===== config.mk =====
export PLATFORM = sky130hd
export DESIGN_NAME = mux3_1_rr_merge
export DESIGN_NICKNAME = d
export VERILOG_FILES = /design/src/rtl/cnn_mux_pkg.sv /design/src/rtl/rr_pick3.sv /design/src/rtl/mux3_1_rr_merge.sv
export SDC_FILE = /design/constraint.sdc
export NUM_CORES = 1
export LEC_CHECK = 0
export CAP_MARGIN = 15
export CORE_MARGIN = 1.5
export CORE_UTILIZATION = 40
export CTS_CLUSTER_DIAMETER = 200
export DETAILED_ROUTE_END_ITERATION = 10
export HOLD_SLACK_MARGIN = 0.05
export PLACE_DENSITY = 0.85
export SETUP_SLACK_MARGIN = 0.05
export SLEW_MARGIN = 20
export SYNTH_ARGS = -nofsm -noshare
export SYNTH_HDL_FRONTEND = slang
export SYNTH_SLANG_ARGS = --single-unit

===== constraint.sdc =====
create_clock -name clk -period 5.75 [get_ports clk]
set_input_delay 1.4375 -clock clk [delete_from_list [all_inputs] [get_ports clk]]
set_output_delay 1.4375 -clock clk [all_outputs]
set_load 0.005 [all_outputs]

===== src/rtl/cnn_mux_pkg.sv =====
// Shared types for the lane merge/demux path: lane encoding, FSM states and
// a helper that steps a lane index round the three-lane ring.
package cnn_mux_pkg;

    localparam int NUM_LANES = 3;

    typedef enum logic [1:0] {
        LANE0 = 2'd0,
        LANE1 = 2'd1,
        LANE2 = 2'd2
    } lane_t;

    typedef enum logic {
        IDLE  = 1'b0,
        BURST = 1'b1
    } state_t;

    // Next lane in ring order 0 -> 1 -> 2 -> 0.
    function automatic lane_t lane_next(input lane_t lane);
        case (lane)
            LANE0:   return LANE1;
            LANE1:   return LANE2;
            default: return LANE0;
        endcase
    endfunction

endpackage


===== src/rtl/rr_pick3.sv =====
// Combinational round-robin picker for three requesters: searches ptr+1,
// ptr+2, ptr (mod 3) and returns the first requesting lane.
module rr_pick3
    import cnn_mux_pkg::*;
(
    input  logic [2:0] req,
    input  lane_t      ptr,
    output logic       any,
    output lane_t      grant
);

    lane_t first;
    lane_t second;

    always_comb begin
        first  = lane_next(ptr);
        second = lane_next(first);
        any    = |req;
        grant  = ptr;
        if (req[first]) begin
            grant = first;
        end else if (req[second]) begin
            grant = second;
        end
    end

endmodule


===== src/rtl/mux3_1_rr_merge.sv =====
// Three-lane to one-stream merge with round-robin burst arbitration and a
// registered output stage; out_sel tags each beat with its source lane.
module mux3_1_rr_merge
    import cnn_mux_pkg::*;
#(
    parameter int DATA_W    = 64,
    parameter int BURST_LEN = 4
) (
    input  logic              clk,
    input  logic              rst,
    input  logic [DATA_W-1:0] in_data_0,
    input  logic [DATA_W-1:0] in_data_1,
    input  logic [DATA_W-1:0] in_data_2,
    input  logic [2:0]        in_valid,
    output logic [2:0]        in_ready,
    output logic [DATA_W-1:0] out_data,
    output logic [1:0]        out_sel,
    output logic              out_last,
    output logic              out_valid,
    input  logic              out_ready
);

    localparam int CNT_W = $clog2(BURST_LEN);

    state_t            state;
    lane_t             grant;
    lane_t             rr_ptr;
    logic [CNT_W-1:0]  beat_cnt;

    logic              slot_free;
    logic              burst_open;
    logic              accept;
    logic              last_beat;
    logic              grant_valid;
    logic [DATA_W-1:0] grant_data;
    logic              pick_any;
    lane_t             pick_lane;

    rr_pick3 u_pick (
        .req   (in_valid),
        .ptr   (rr_ptr),
        .any   (pick_any),
        .grant (pick_lane)
    );

    assign slot_free  = !out_valid || out_ready;
    assign burst_open = (state == BURST) && slot_free;

    for (genvar gi = 0; gi < NUM_LANES; gi++) begin : g_ready
        assign in_ready[gi] = burst_open && (grant == lane_t'(gi));
    end

    assign accept    = |(in_valid & in_ready);
    assign last_beat = (beat_cnt == CNT_W'(BURST_LEN - 1));

    always_comb begin
        case (grant)
            LANE0: begin
                grant_data  = in_data_0;
                grant_valid = in_valid[0];
            end
            LANE1: begin
                grant_data  = in_data_1;
                grant_valid = in_valid[1];
            end
            default: begin
                grant_data  = in_data_2;
                grant_valid = in_valid[2];
            end
        endcase
    end

    always_ff @(posedge clk or posedge rst) begin
        if (rst) begin
            state     <= IDLE;
            grant     <= LANE0;
            rr_ptr    <= LANE2;
            beat_cnt  <= '0;
            out_data  <= '0;
            out_sel   <= 2'd0;
            out_last  <= 1'b0;
            out_valid <= 1'b0;
        end else begin
            case (state)
                IDLE: begin
                    if (pick_any) begin
                        grant    <= pick_lane;
                        beat_cnt <= '0;
                        state    <= BURST;
                    end
                end
                BURST: begin
                    if (accept) begin
                        beat_cnt <= beat_cnt + 1'b1;
                        if (last_beat) begin
                            rr_ptr <= grant;
                            state  <= IDLE;
                        end
                    end else if (slot_free && !grant_valid) begin
                        // Lane went quiet mid-burst: close a short burst without out_last.
                        rr_ptr <= grant;
                        state  <= IDLE;
                    end
                end
                default: state <= IDLE;
            endcase

            if (accept) begin
                out_data  <= grant_data;
                out_sel   <= grant;
                out_last  <= last_beat;
                out_valid <= 1'b1;
            end else if (out_ready) begin
                out_valid <= 1'b0;
                out_last  <= 1'b0;
            end
        end
    end

endmodule

==> Word level (Yosys, flattened, before mapping) <==
Index checks and enable logic that the tools add are counted.
{ "word_totals": {"reg_bits": 75, "inputBits": 198, "out_inout_bits": 71, "elab_cells": 63} }
{ "classes": {"add_sub_neg": 1, "order_cmp": 2, "n_eq_ne": 8, "muxes": 24, "bitwise": 2, "reduce_logical": 18} }
{ "ops": {"columns": ["op", "count"], "rows": [
  ["one-hot mux 64 bit (2 select lines)", 1],
  ["two-way mux 2 bit", 7],
  ["one-hot mux 2 bit (2 select lines)", 3],
  ["two-way mux 1 bit", 9],
  ["== test 2 x 1 -> 1 bit (second input constant)", 3],
  ["zero test 2 bit", 3],
  ["< comparator 2 x 3 -> 1 bit (second input constant)", 2],
  ["OR reduction 3 bit", 2],
  ["logical AND 1 bit", 5],
  ["binary-select mux 1 bit (select 2 bit)", 2],
  ["== test 2 bit (second input constant)", 2],
  ["inequality test 2 x 1 -> 1 bit (second input constant)", 2],
  ["one-hot mux 1 bit (2 select lines)", 2],
  ["AND reduction 2 bit", 2],
  ["nonzero test 2 bit", 2],
  ["bitwise AND 3 bit", 1],
  ["AND reduction 3 bit", 1],
  ["adder 2 x 1 -> 2 bit (second input constant)", 1],
  ["zero test 1 bit", 2],
  ["inequality test 2 bit (second input constant)", 1],
  ["logical OR 1 bit", 1],
  ["inverter 1 bit", 1]
]} }

==> Logic depth before layout (Yosys ltp) <==
{ "logic_depth": {"ltp_word": 8, "ltp_mapped": 7, "ltp_nobuf": 4} }

==> Modules after synthesis <==
Synthesis repeated with hierarchy kept, for this count alone.
{ "hier_totals": {"hier_cells": 418, "area_unflattened_um2": 4310.4} }
{ "modules_own_cells": {"columns": ["mod", "instances", "cells_each", "area_each_um2", "seq_area_each_um2"], "rows": [
  ["mux3_1_rr_merge", 1, 410, 4255.3, 1878.1],
  ["rr_pick3", 1, 8, 55.1, 0.0]
]} }

==> Least setup slack after synthesis <==
No wires, ideal clock.
{ "synth_path": {"path_kind": "input-to-output", "start": "input port out_ready", "end": "output port in_ready[1]", "arrival_time_ps": 1918, "t_required_ps": 4313, "path_slack_ps": 2394, "path_stages": 3, "path_buffers": 0, "path_cell_list": "inv_1 > a21o_1 > nor3_1"} }
{ "synth_via": {"elab_chain_len": 3} }
{ "synth_lines": {"columns": ["element", "line_no", "text"], "rows": [
  ["start: declaration", "mux3_1_rr_merge.sv:20", "input logic out_ready"],
  ["logical OR 1 bit", "mux3_1_rr_merge.sv:46", "assign slot_free = !out_valid || out_ready;"],
  ["logical AND 1 bit", "mux3_1_rr_merge.sv:47", "assign burst_open = (state == BURST) && slot_free;"],
  ["logical AND 1 bit", "mux3_1_rr_merge.sv:50", "assign in_ready[gi] = burst_open && (grant == lane_t'(gi));"],
  ["end: declaration", "mux3_1_rr_merge.sv:15", "output logic [2:0] in_ready,"]
]} }
No other way between the ends.

==> Worst setup path in the final report <==
Same ends and word-level chain as after synthesis.

==> flow_results.xml <==
<?xml version="1.0" encoding="UTF-8"?>
<metrics>
  <group name="clocking">
    <metric name="clk_transition_reported_paths" unit="ns">0.08</metric>
    <metric name="clk_root_buffer_cell" unit="">clkbuf_8</metric>
    <metric name="tritoncts" unit="">yes</metric>
    <metric name="cts_setup_buffers" unit="">0</metric>
    <metric name="postCtsResizedCells" unit="">0</metric>
    <metric name="hold_buffers" unit="">0</metric>
    <metric name="worstSkewPairLatency" unit="ns">0.34</metric>
    <metric name="ctsLongestPathBuffers" unit="">2</metric>
    <metric name="num_cts_buffers" unit="">9</metric>
    <metric name="htree_levels" unit="">3</metric>
    <metric name="tritoncts_num_sinks" unit="">75</metric>
  </group>
  <group name="min_path">
    <metric name="min_delay_path_depth" unit="">1</metric>
    <metric name="worstHoldEndpoint" unit="">out_data[51]</metric>
    <metric name="worst_hold_startpoint" unit="">out_data[51]</metric>
    <metric name="hold_path_class" unit="">flip-flop to flip-flop</metric>
  </group>
  <group name="logic_synthesis">
    <metric name="post_synth_mux_area_share" unit="">0.338</metric>
    <metric name="synth_top_cell_area_share" unit="">0.440</metric>
    <metric name="synthesis.area" unit="sq um">4210</metric>
    <metric name="synthSimpleGateAreaFrac" unit="">0.0725</metric>
    <metric name="synth.net_count" unit="">605</metric>
    <metric name="yosys-top-cells-area" unit="">dfrtp_1, mux2i_1, mux2_2</metric>
    <metric name="netlist-cell-type-count" unit="">25</metric>
    <metric name="synth-compound-area-share" unit="">0.101</metric>
    <metric name="synth_top_family_by_area" unit="">multiplexers</metric>
    <metric name="xor_xnor_fraction_of_synth_area" unit="">0</metric>
    <metric name="synth_warnings" unit="">0</metric>
    <metric name="avgSynthCellArea" unit="sq um">10.4</metric>
    <metric name="post_synthesis_cells" unit="">406</metric>
    <metric name="ys_ff_latch" unit="">75</metric>
    <metric name="synthAdderAreaFrac" unit="">0.00297</metric>
    <metric name="synth_top_area_cell" unit="">dfrtp_1</metric>
    <metric name="synth-seq-area-share" unit="">0.446</metric>
  </group>
  <group name="placement">
    <metric name="placed_cell_area" unit="sq um">6980</metric>
    <metric name="portBuffers" unit="">268</metric>
    <metric name="routabilityCongestion" unit="">0.792</metric>
    <metric name="dp.final_hpwl" unit="um">9900</metric>
  </group>
  <group name="sta">
    <metric name="min_period_over_period" unit="">0.783</metric>
    <metric name="achievable-frequency" unit="MHz">222</metric>
    <metric name="timing.final.setup_violations" unit="">0</metric>
    <metric name="slew_viol_final" unit="">0</metric>
    <metric name="final.min_clock_period" unit="ns">4.50</metric>
    <metric name="finalClockSkew" unit="ns">0.0113</metric>
    <metric name="timing_hold_violations_final" unit="">0</metric>
    <metric name="worst_slew_pin_slew" unit="ns">0.795</metric>
    <metric name="grt_setup_unrepaired" unit="">no</metric>
    <metric name="timing.max_slew.rel_slack" unit="">0.470</metric>
    <metric name="finalSetupTns" unit="ns">0</metric>
  </group>
  <group name="global_routing">
    <metric name="antenna_violations_before_repair" unit="">0</metric>
    <metric name="met3_usage_grt" unit="">0.0668</metric>
    <metric name="first_global_vias" unit="">4114</metric>
    <metric name="routing_usage_on_met1" unit="">0.254</metric>
    <metric name="grt_util_met2" unit="">0.397</metric>
    <metric name="grt.overflow.total" unit="">0</metric>
    <metric name="global_route_wire_length_before_repair" unit="um">19800</metric>
    <metric name="groute.usage.overall" unit="">0.225</metric>
    <metric name="busiest_layer" unit="">met2</metric>
    <metric name="maximum_number_of_pins_on_one_net_before_global_route_repair" unit="">134</metric>
  </group>
  <group name="detailed_routing">
    <metric name="antenna_left" unit="">0</metric>
    <metric name="detail_route.drc_violations" unit="">0</metric>
    <metric name="post_drt_via_cell_ratio" unit="">4.98</metric>
    <metric name="wirelength_per_cell" unit="um">15.9</metric>
    <metric name="finalWirelength" unit="um">12700</metric>
    <metric name="routed-via-count" unit="">3990</metric>
    <metric name="drt-pass1-iter-count" unit="">4</metric>
    <metric name="number_of_drc_markers_after_the_initial_detailed_route_iteration" unit="">145</metric>
  </group>
  <group name="worst_setup_path">
    <metric name="critPathKind" unit="">primary input to output pin</metric>
    <metric name="cp-end-kind" unit="">output pin</metric>
    <metric name="worstReg2RegEnd" unit="">out_data[11]</metric>
    <metric name="timing.critical_path.cells" unit="">clkdlybuf4s50_1 -&gt; inv_1 -&gt; a21o_1 -&gt; nor3_1 -&gt; clkdlybuf4s50_1</metric>
    <metric name="timing.critical_path.required" unit="ns">4.31</metric>
    <metric name="worst-path-buf-inv" unit="">3</metric>
    <metric name="cell_type_group_with_the_largest_total_delay_on_the_critical_path" unit="">buffers and inverters</metric>
    <metric name="worst_reg2reg_path_length_in_cells" unit="">4</metric>
    <metric name="cp.arrival" unit="ns">3.07</metric>
    <metric name="timing.critical_path.slowest_stage_cell" unit="">clkdlybuf4s50_1</metric>
    <metric name="ff2ff_setup_slack" unit="ns">3.40</metric>
    <metric name="crit_path_frequent_cell" unit="">clkdlybuf4s50_1</metric>
    <metric name="critical_path.max_fanout" unit="">7</metric>
    <metric name="crit-reg2reg-launch" unit="">grant[0]</metric>
    <metric name="setup.worst_path.start_class" unit="">primary input</metric>
    <metric name="critical-path-max-stage-delay" unit="ns">0.56</metric>
  </group>
  <group name="layout">
    <metric name="layout.cell_area.non_filler" unit="sq um">7200</metric>
    <metric name="multiInputGateArea" unit="sq um">2180</metric>
    <metric name="final_layout_size_suffix_gt1_frac" unit="">0.122</metric>
    <metric name="layout.area.seq" unit="sq um">1890</metric>
    <metric name="area.growth.synth_to_final" unit="%">70.8</metric>
    <metric name="n_fill_cell" unit="">788</metric>
    <metric name="antennaDiodeCount" unit="">0</metric>
    <metric name="nets" unit="">859</metric>
  </group>
  <group name="power">
    <metric name="max-vdd-ir-drop" unit="uV">335</metric>
    <metric name="seq_power_share" unit="">0.305</metric>
    <metric name="power.switching_fraction" unit="">0.343</metric>
    <metric name="p_sw" unit="mW">1.13</metric>
    <metric name="total_power" unit="mW">3.31</metric>
    <metric name="power.density_cell_area" unit="nW/um^2">460</metric>
    <metric name="cellInternalPower" unit="mW">2.17</metric>
    <metric name="leakagePower" unit="nW">3.10</metric>
    <metric name="p_comb_frac" unit="">0.565</metric>
    <metric name="power.clock.fraction" unit="">0.129</metric>
  </group>
  <group name="die">
    <metric name="die-area" unit="sq um">11200</metric>
    <metric name="starting_density_of_the_core" unit="">0.410</metric>
    <metric name="rows" unit="">37</metric>
    <metric name="dieWidth" unit="um">106</metric>
    <metric name="top_level_ports" unit="">269</metric>
    <metric name="dieHeight" unit="um">106</metric>
    <metric name="fp.coreArea" unit="sq um">10300</metric>
  </group>
  <group name="run_status">
    <metric name="run_status" unit="">complete, no violations</metric>
  </group>
  <group name="run">
    <metric name="drv_cap" unit="">0</metric>
  </group>
</metrics>
-- cell usage in the layout, fill, tap and decap left out --
master / instances
a211oi_4: 1
a21o_1: 2
a21oi_1: 5
buf_4: 4
buf_6: 1
bufinv_16: 2
clkbuf_1: 2
clkbuf_8: 9
clkdlybuf4s50_1: 268
clkinv_2: 3
clkinvlp_4: 1
dfrtp_1: 72
dfrtp_4: 2
dfstp_2: 1
ha_1: 1
inv_1: 7
mux2_1: 10
mux2_2: 57
mux2i_1: 67
nand2_1: 66
nand2b_1: 1
nor2_1: 4
nor2b_1: 1
nor3_1: 6
o21ai_0: 68
o22ai_1: 1
o2bb2ai_1: 1
o311ai_0: 1
o32a_1: 1
-- flip-flops by register name, indices dropped and copies added, names as in the netlist --
name,cells
out_valid,1
grant,2
beat_cnt,2
out_data,64
state,1
out_last,1
rr_ptr,2
out_sel,2
-- Yosys cell counts --
| cell type | number |
|---|---|
| ha_1 | 1 |
| o22ai_1 | 1 |
| nor2b_1 | 1 |
| nand2b_1 | 1 |
| dfrtp_1 | 74 |
| o311ai_0 | 1 |
| mux2i_1 | 67 |
| o32a_1 | 1 |
| mux2_1 | 10 |
| buf_2 | 9 |
| mux2_2 | 57 |
| a211oi_2 | 1 |
| nor2_1 | 4 |
| inv_1 | 8 |
| dfstp_2 | 1 |
| buf_1 | 8 |
| buf_4 | 1 |
| nor3_1 | 6 |
| nand2_1 | 66 |
| o2bb2ai_1 | 1 |
| clkbuf_1 | 11 |
| a21o_1 | 2 |
| o21ai_0 | 68 |
| buf_6 | 1 |
| a21oi_1 | 5 |
-- worst max path at each step --
stage	from	end	slack, ns	depth (start not counted)
after detailed placement	out_ready	in_ready[1]	1.25	5
after floorplan	out_ready	in_ready[1]	2.39	3
final	out_ready	in_ready[1]	1.25	5
after global routing	out_ready	in_ready[1]	1.14	5
after global placement	out_ready	in_ready[1]	1.34	5
after CTS	out_ready	in_ready[1]	1.23	5
-- routing by layer --
metal / share of wire / wire length, um
met1: 0.39 / 4930
met2: 0.50 / 6370
met3: 0.084 / 1060
met4: 0.027 / 342
met5: 0 / 0
-- layout make-up --
cell class	instances	share of cell area
repair buffers	273	0.378
multi-input cells	293	0.303
flip-flops and latches	75	0.262
well taps	136	0.0236
clock buffers	11	0.0183
clock inverters	5	0.0108
inverters	8	0.00435
-- cell families after synthesis --
group	Yosys count
adder cells (fa/ha/maj)	1
flip-flops	75
buffers and inverters	38
multiplexers	134
AND/OR/NAND/NOR	78
AO/OA/AOI/OAI	80
-- power groups by stage --
stage                     Combinational, mW  Clock (mW)  Sequential [mW]
final                                  1.87       0.428             1.01
after global routing                   2.03       0.466             1.05
after detailed placement               1.89           0             1.02
after CTS                              1.90       0.442             1.01
after floorplan                        1.08           0            0.958
after global placement                 1.84           0             1.00
-- through the flow --
stage	setup WS, ns	hold slack, ns	instances	util
2_1_floorplan	2.39	0.449	406	-
3_3_place_gp	1.34	0.463	785	0.680
3_5_place_dp	1.25	0.474	785	0.680
4_1_cts	1.23	0.492	801	0.700
5_1_grt	1.14	0.507	801	0.700
6_report	1.25	0.488	801	0.700
Note: power is estimated with default switching activity, not from simulation.
